## config.mk

```make
export PLATFORM = sky130hd
export DESIGN_NAME = two_output_demux_buffer_flat
export DESIGN_NICKNAME = d
export VERILOG_FILES = /design/src/rtl/two_output_demux_buffer_if.sv /design/src/rtl/two_output_demux_buffer.sv /design/src/flat_wrapper.sv
export SDC_FILE = /design/constraint.sdc
export NUM_CORES = 1
export LEC_CHECK = 0
export ABC_CLOCK_PERIOD_IN_PS = 2200
export CORE_ASPECT_RATIO = 0.5
export CORE_MARGIN = 2
export CORE_UTILIZATION = 52
export CTS_CLUSTER_DIAMETER = 60
export DETAILED_ROUTE_END_ITERATION = 12
export GPL_ROUTABILITY_DRIVEN = 0
export PLACE_DENSITY = 0.86
export SKIP_LAST_GASP = 1
export SYNTH_ARGS = -nofsm -noshare
export SYNTH_HDL_FRONTEND = slang
export SYNTH_SLANG_ARGS = --single-unit
```

## constraint.sdc

```tcl
create_clock -name clk_i -period 2.2 [get_ports clk_i]
set_input_delay 0.55 -clock clk_i [delete_from_list [all_inputs] [get_ports clk_i]]
set_output_delay 0.55 -clock clk_i [all_outputs]
set_load 0.1 [all_outputs]
```

## src/rtl/two_output_demux_buffer_if.sv

```systemverilog
// Handshake bundle for the buffered 1-to-2 demultiplexer: one producer
// channel (value + select) and two independent consumer channels.
interface two_output_demux_buffer_if #(
    parameter int WIDTH = 16
);
    logic             in_valid;
    logic             in_ready;
    logic             in_sel;
    logic [WIDTH-1:0] in_data;
    logic             out_a_valid;
    logic             out_a_ready;
    logic [WIDTH-1:0] out_a_data;
    logic             out_b_valid;
    logic             out_b_ready;
    logic [WIDTH-1:0] out_b_data;

    // Producer / consumers side
    modport master (
        output in_valid, in_sel, in_data, out_a_ready, out_b_ready,
        input  in_ready, out_a_valid, out_a_data, out_b_valid, out_b_data
    );

    // Demux block side
    modport slave (
        input  in_valid, in_sel, in_data, out_a_ready, out_b_ready,
        output in_ready, out_a_valid, out_a_data, out_b_valid, out_b_data
    );
endinterface

```

## src/rtl/two_output_demux_buffer.sv

```systemverilog
// Buffered 1-to-2 demultiplexer. A producer value is steered by in_sel into
// one of two small FIFOs (index 0 = destination A, index 1 = destination B),
// each draining over its own valid/ready handshake so one stalled consumer
// never blocks or reorders the other. Per-destination 8-bit delivery
// counters wrap modulo 256.
module two_output_demux_buffer #(
    parameter int WIDTH = 16,
    parameter int DEPTH = 2
) (
    input  logic                          clk_i,
    input  logic                          reset_i,
    two_output_demux_buffer_if.slave      bus,
    output logic [7:0]                    count_a_o,
    output logic [7:0]                    count_b_o
);

    localparam int              AW       = (DEPTH > 1) ? $clog2(DEPTH) : 1;
    localparam logic [AW:0]     FULL_LVL = (AW + 1)'(DEPTH);
    localparam logic [AW:0]     OCC_ONE  = (AW + 1)'(1);
    localparam logic [AW-1:0]   PTR_ONE  = AW'(1);

    logic [WIDTH-1:0] mem_q  [2][DEPTH];
    logic [AW-1:0]    wptr_q [2];
    logic [AW-1:0]    wptr_d [2];
    logic [AW-1:0]    rptr_q [2];
    logic [AW-1:0]    rptr_d [2];
    logic [AW:0]      occ_q  [2];
    logic [AW:0]      occ_d  [2];
    logic [7:0]       cnt_q  [2];
    logic [7:0]       cnt_d  [2];
    logic             full_s [2];
    logic             push_s [2];
    logic             pop_s  [2];
    logic             in_ready_s;

    // Handshake decode: readiness depends only on the selected FIFO's
    // occupancy, never on the consumer ready, so a full FIFO is never bypassed.
    always_comb begin
        for (int i = 0; i < 2; i++) begin
            full_s[i] = (occ_q[i] == FULL_LVL);
        end
        pop_s[0]   = (occ_q[0] != '0) && bus.out_a_ready;
        pop_s[1]   = (occ_q[1] != '0) && bus.out_b_ready;
        if (bus.in_sel) begin
            in_ready_s = !full_s[0];
        end else begin
            in_ready_s = !full_s[1];
        end
        push_s[0]  = bus.in_valid && in_ready_s && bus.in_sel;
        push_s[1]  = bus.in_valid && in_ready_s && !bus.in_sel;
    end

    // Next-state for pointers, occupancy and delivery counters of both FIFOs.
    always_comb begin
        for (int i = 0; i < 2; i++) begin
            wptr_d[i] = push_s[i] ? (wptr_q[i] + PTR_ONE) : wptr_q[i];
            rptr_d[i] = pop_s[i]  ? (rptr_q[i] + PTR_ONE) : rptr_q[i];
            cnt_d[i]  = pop_s[i]  ? (cnt_q[i] + 8'd1)     : cnt_q[i];
            case ({push_s[i], pop_s[i]})
                2'b10:   occ_d[i] = occ_q[i] + OCC_ONE;
                2'b01:   occ_d[i] = occ_q[i] - OCC_ONE;
                default: occ_d[i] = occ_q[i];
            endcase
        end
    end

    // State registers and storage; reset discards contents and clears data.
    always_ff @(posedge clk_i) begin
        if (reset_i) begin
            for (int i = 0; i < 2; i++) begin
                for (int j = 0; j < DEPTH; j++) begin
                    mem_q[i][j] <= '0;
                end
                wptr_q[i] <= '0;
                rptr_q[i] <= '0;
                occ_q[i]  <= '0;
                cnt_q[i]  <= 8'd0;
            end
        end else begin
            for (int i = 0; i < 2; i++) begin
                if (push_s[i]) begin
                    mem_q[i][wptr_q[i]] <= bus.in_data;
                end
                wptr_q[i] <= wptr_d[i];
                rptr_q[i] <= rptr_d[i];
                occ_q[i]  <= occ_d[i];
                cnt_q[i]  <= cnt_d[i];
            end
        end
    end

    assign bus.in_ready    = in_ready_s;
    assign bus.out_a_valid = (occ_q[0] != '0);
    assign bus.out_a_data  = mem_q[0][rptr_q[0]];
    assign bus.out_b_valid = (occ_q[1] != '0);
    assign bus.out_b_data  = mem_q[1][rptr_q[1]];
    assign count_a_o       = cnt_q[0];
    assign count_b_o       = cnt_q[1];

endmodule

```

## src/flat_wrapper.sv

```systemverilog
// flat-port wrapper written by rule: the top's interface ports become plain ports
module two_output_demux_buffer_flat 
#(
    parameter int WIDTH = 16,
    parameter int DEPTH = 2
)
  (clk_i, reset_i, count_a_o, count_b_o, bus_in_valid, bus_in_sel, bus_in_data, bus_out_a_ready, bus_out_b_ready, bus_in_ready, bus_out_a_valid, bus_out_a_data, bus_out_b_valid, bus_out_b_data);
  two_output_demux_buffer_if #(.WIDTH(WIDTH)) bus_i ();
  input  logic clk_i;
  input  logic reset_i;
  output logic [7:0] count_a_o;
  output logic [7:0] count_b_o;
  input wire logic [$bits(bus_i.in_valid)-1:0] bus_in_valid;
  input wire logic [$bits(bus_i.in_sel)-1:0] bus_in_sel;
  input wire logic [$bits(bus_i.in_data)-1:0] bus_in_data;
  input wire logic [$bits(bus_i.out_a_ready)-1:0] bus_out_a_ready;
  input wire logic [$bits(bus_i.out_b_ready)-1:0] bus_out_b_ready;
  output wire logic [$bits(bus_i.in_ready)-1:0] bus_in_ready;
  output wire logic [$bits(bus_i.out_a_valid)-1:0] bus_out_a_valid;
  output wire logic [$bits(bus_i.out_a_data)-1:0] bus_out_a_data;
  output wire logic [$bits(bus_i.out_b_valid)-1:0] bus_out_b_valid;
  output wire logic [$bits(bus_i.out_b_data)-1:0] bus_out_b_data;
  assign bus_i.in_valid = bus_in_valid;
  assign bus_i.in_sel = bus_in_sel;
  assign bus_i.in_data = bus_in_data;
  assign bus_i.out_a_ready = bus_out_a_ready;
  assign bus_i.out_b_ready = bus_out_b_ready;
  assign bus_in_ready = bus_i.in_ready;
  assign bus_out_a_valid = bus_i.out_a_valid;
  assign bus_out_a_data = bus_i.out_a_data;
  assign bus_out_b_valid = bus_i.out_b_valid;
  assign bus_out_b_data = bus_i.out_b_data;
  two_output_demux_buffer #(.WIDTH(WIDTH), .DEPTH(DEPTH)) u_core (.clk_i(clk_i), .reset_i(reset_i), .bus(bus_i), .count_a_o(count_a_o), .count_b_o(count_b_o));
endmodule
```

==> results.cfg, run 1 <==
[min_path]
hold_path_depth = 2
worstHoldPathType = flip-flop to flip-flop

[timing]
tightest_slew_ns = 0.715
rsz0062_at_grt = false
fin_skew_ns = 0.00664
finalMaxSlewViolations = 0
fmax_mhz = 472
finalSetupViolations = 0
final.min_clock_period_ns = 2.12
slew_headroom_pct = 52.0
whs_ns = 0.497
final_hold_viol_count = 0
period_share_pct = 96.2
fin_setup_tns_ns = 0

[setup_path]
crit_path_end_kind = flip-flop
r2r_slack_ns = 0.28
critPathArrivalTime_ns = 2.38
reg2regPathDepth = 6
timing.rr.start = u_core.occ_q[0][2]
start_kind = input pin
cp.required_ns = 2.47
crit_fanout = 5
crit_path_end = u_core.occ_q[0][1]
setup.worst_path.start = bus_in_valid
r2r-end = u_core.occ_q[0][3]
path_class = input pin to flip-flop

[floorplanning]
die_width_um = 128
dieHeight_um = 65.9
rows = 22
initial_core_util_pct = 54.0
core_area_um2 = 7380
io_pins = 73
die_area_um2 = 8420

[grt]
grt_pass1_vias = 2722
grt_max_degree = 33
antenna_found_initial = 0
gr-total-overflow = 0
grt_pass1_wl_mm = 13.3
grt_use_total_pct = 21.1

[cts]
cts_sinks = 88
path_clk_slew_ns = 0.06
cts_max_path_buffers = 2
root_buffer = clkbuf_16
htreeDepth = 3
cts_inserted_buffers = 9
clk_latency_ns = 0.34
cts_tree = yes

[power]
p_int_mw = 3.98
switchingPower_mw = 2.76
ir_drop_uv = 646
leakage_nw = 2.18
powerDensity_nw_per_um2 = 1210
total_power_mw = 6.74
clock_power_share_pct = 22.3
seqPwrFrac_pct = 30.1
swShare_pct = 40.9
comb_power_share_pct = 47.6

[layout]
num_antenna_cells = 0
ff_latch_area_um2 = 2400
finalNetCount = 421
finish.utilization_pct = 75.7
syn_to_final_growth_pct = 40.1
drive_gt1_share_pct = 34.5
fin_area_um2 = 5590
fill_cells = 430
multi_input_area_um2 = 1510

[yosys]
synth_top_area_share_pct = 48.2
yosysTopAreaCell = edfxtp_1
synth.distinct_cells = 36
synth.area.top_cells = edfxtp_1 48%, dfxtp_1 12%, and2_1 10%
ys_top_cells_by_count = 64 x and2_1, 64 x edfxtp_1, 32 x mux2_2, 24 x dfxtp_1, 14 x nor2_1
ys_warn_count = 0
avgSynthCellArea_um2 = 13.1
synth-main-ff-cell = edfxtp_1
synth_edf_count = 64
ys_async_sr_fraction_pct = 0
netlist_area_um2 = 3990
synthCells = 304
ys_ff_latch = 88
ys_seq_area_share_pct = 60.3
synth.net_count = 330

[route]
wl_mm = 8.11
drt_iter0_markers = 165
drc = 0
firstDrtPassIters = 4
vias = 2675
avgViaCountPerCell = 5.39
wl_per_cell_um = 16.3
drtAntennaViolNets = 0

[place]
dp_hpwl_mm = 5.62
postPlaceCellArea_um2 = 5290
port_buffers = 72

[run]
cap_violations = 0

[outcome]
run_status = finished, final reports clean
-- state kept, by name, summed over array words and instances, names as in the netlist --
| signal | cells |
|---|---|
| u_core.wptr_q | 2 |
| u_core.occ_q | 4 |
| u_core.mem_q | 64 |
| u_core.rptr_q | 2 |
| u_core.cnt_q | 16 |
-- layer usage --
| metal | track usage, % | wire length, µm |
|---|---|---|
| met5 | 0 | 0 |
| met4 | 7.55 | 116 |
| met3 | 6.23 | 400 |
| met2 | 38.1 | 4280 |
| met1 | 24.4 | 3310 |
-- cell type report --
type | instances | area share [%]
clock buffers | 10 | 4.10
repair buffers | 93 | 22.2
clock inverters | 6 | 1.23
well taps | 96 | 2.15
inverters | 5 | 0.381
multi-input cells | 198 | 27.0
flip-flops and latches | 88 | 43.0
-- logic make-up (layout without fill, tap and decap cells) --
group | Yosys count | in the layout | share of synthesized area [%]
AOI/OAI and AO/OA | 28 | 28 | 4.21
xor gates and xnor gates | 10 | 10 | 2.20
adders and majority gates | 4 | 4 | 1.26
buffers and inverters | 18 | 114 | 2.26
DFF | 88 | 88 | 60.3
muxes | 35 | 35 | 9.79
and+or+nand+nor | 121 | 121 | 20.0
-- worst max-delay path: stages --
cell	delay (ns)
clkdlybuf4s50_1	0.50
inv_2	0.07
or3_2	0.45
ha_1	0.30
or3_1	0.36
a21oi_1	0.15
-- stage by stage --
stage / std cells / setup WS (ns)
4_1_cts: 496 / 0.0722
5_1_grt: 496 / 0.0165
2_1_floorplan: 304 / 0.173
3_3_place_gp: 480 / -0.279
6_report: 496 / 0.0828
3_5_place_dp: 480 / -0.327
-- how the worst min path moves through the flow --
stage / start / endpoint
final: u_core.cnt_q[0][15] / u_core.cnt_q[0][15]
after global routing: u_core.cnt_q[0][5] / u_core.cnt_q[0][5]
after CTS: u_core.cnt_q[0][7] / u_core.cnt_q[0][7]
after detailed placement: u_core.cnt_q[0][15] / u_core.cnt_q[0][15]
after global placement: u_core.cnt_q[0][7] / u_core.cnt_q[0][7]
after floorplan: u_core.occ_q[0][3] / u_core.occ_q[0][3]
-- repair_timing --
item	4_1_cts	5_1_grt
endpoints found under the setup margin	1	1
resized for setup	1	1
endpoints found under the hold margin	0	0
hold buffers	0	0
buffers inserted	0	0
-- cell usage in the layout, fill, tap and decap left out, drive strengths merged --
cell            n
buf            72
and2           64
edfxtp         64
mux2           32
dfxtp          24
clkdlybuf4s50  20
nor2           14
a21oi          10
clkbuf         10
or4            10
o21ai          10
xor2            8
nand2b          7
o31ai           6
or3             6
inv             6
or2             4
nand4           4
nand2           4
ha              4
nor4            3
mux2i           3
clkinv          3
o211ai          2
nand3           2
xnor2           2
and2b           1
nor2b           1
nor4b           1
clkinvlp        1
bufinv          1
dlygate4sd2     1
-- power groups by stage --
stage               logic, mW  registers, mW  clock network [mW]
finish                   3.21           2.03                1.51
global route             3.30           2.05                1.61
CTS                      3.23           2.03                1.53
detailed placement       3.22           2.07                   0
global placement         3.17           2.05                   0
floorplan                1.99           2.15                   0
Note: power is estimated with default switching activity, not from simulation.
==> run 2, diff against run 1 <==
SKIP_LAST_GASP = unset   (was 1)
==> results of run 2 <==
Same layout as run 1: the final DEF is identical, and so are final timing and power.
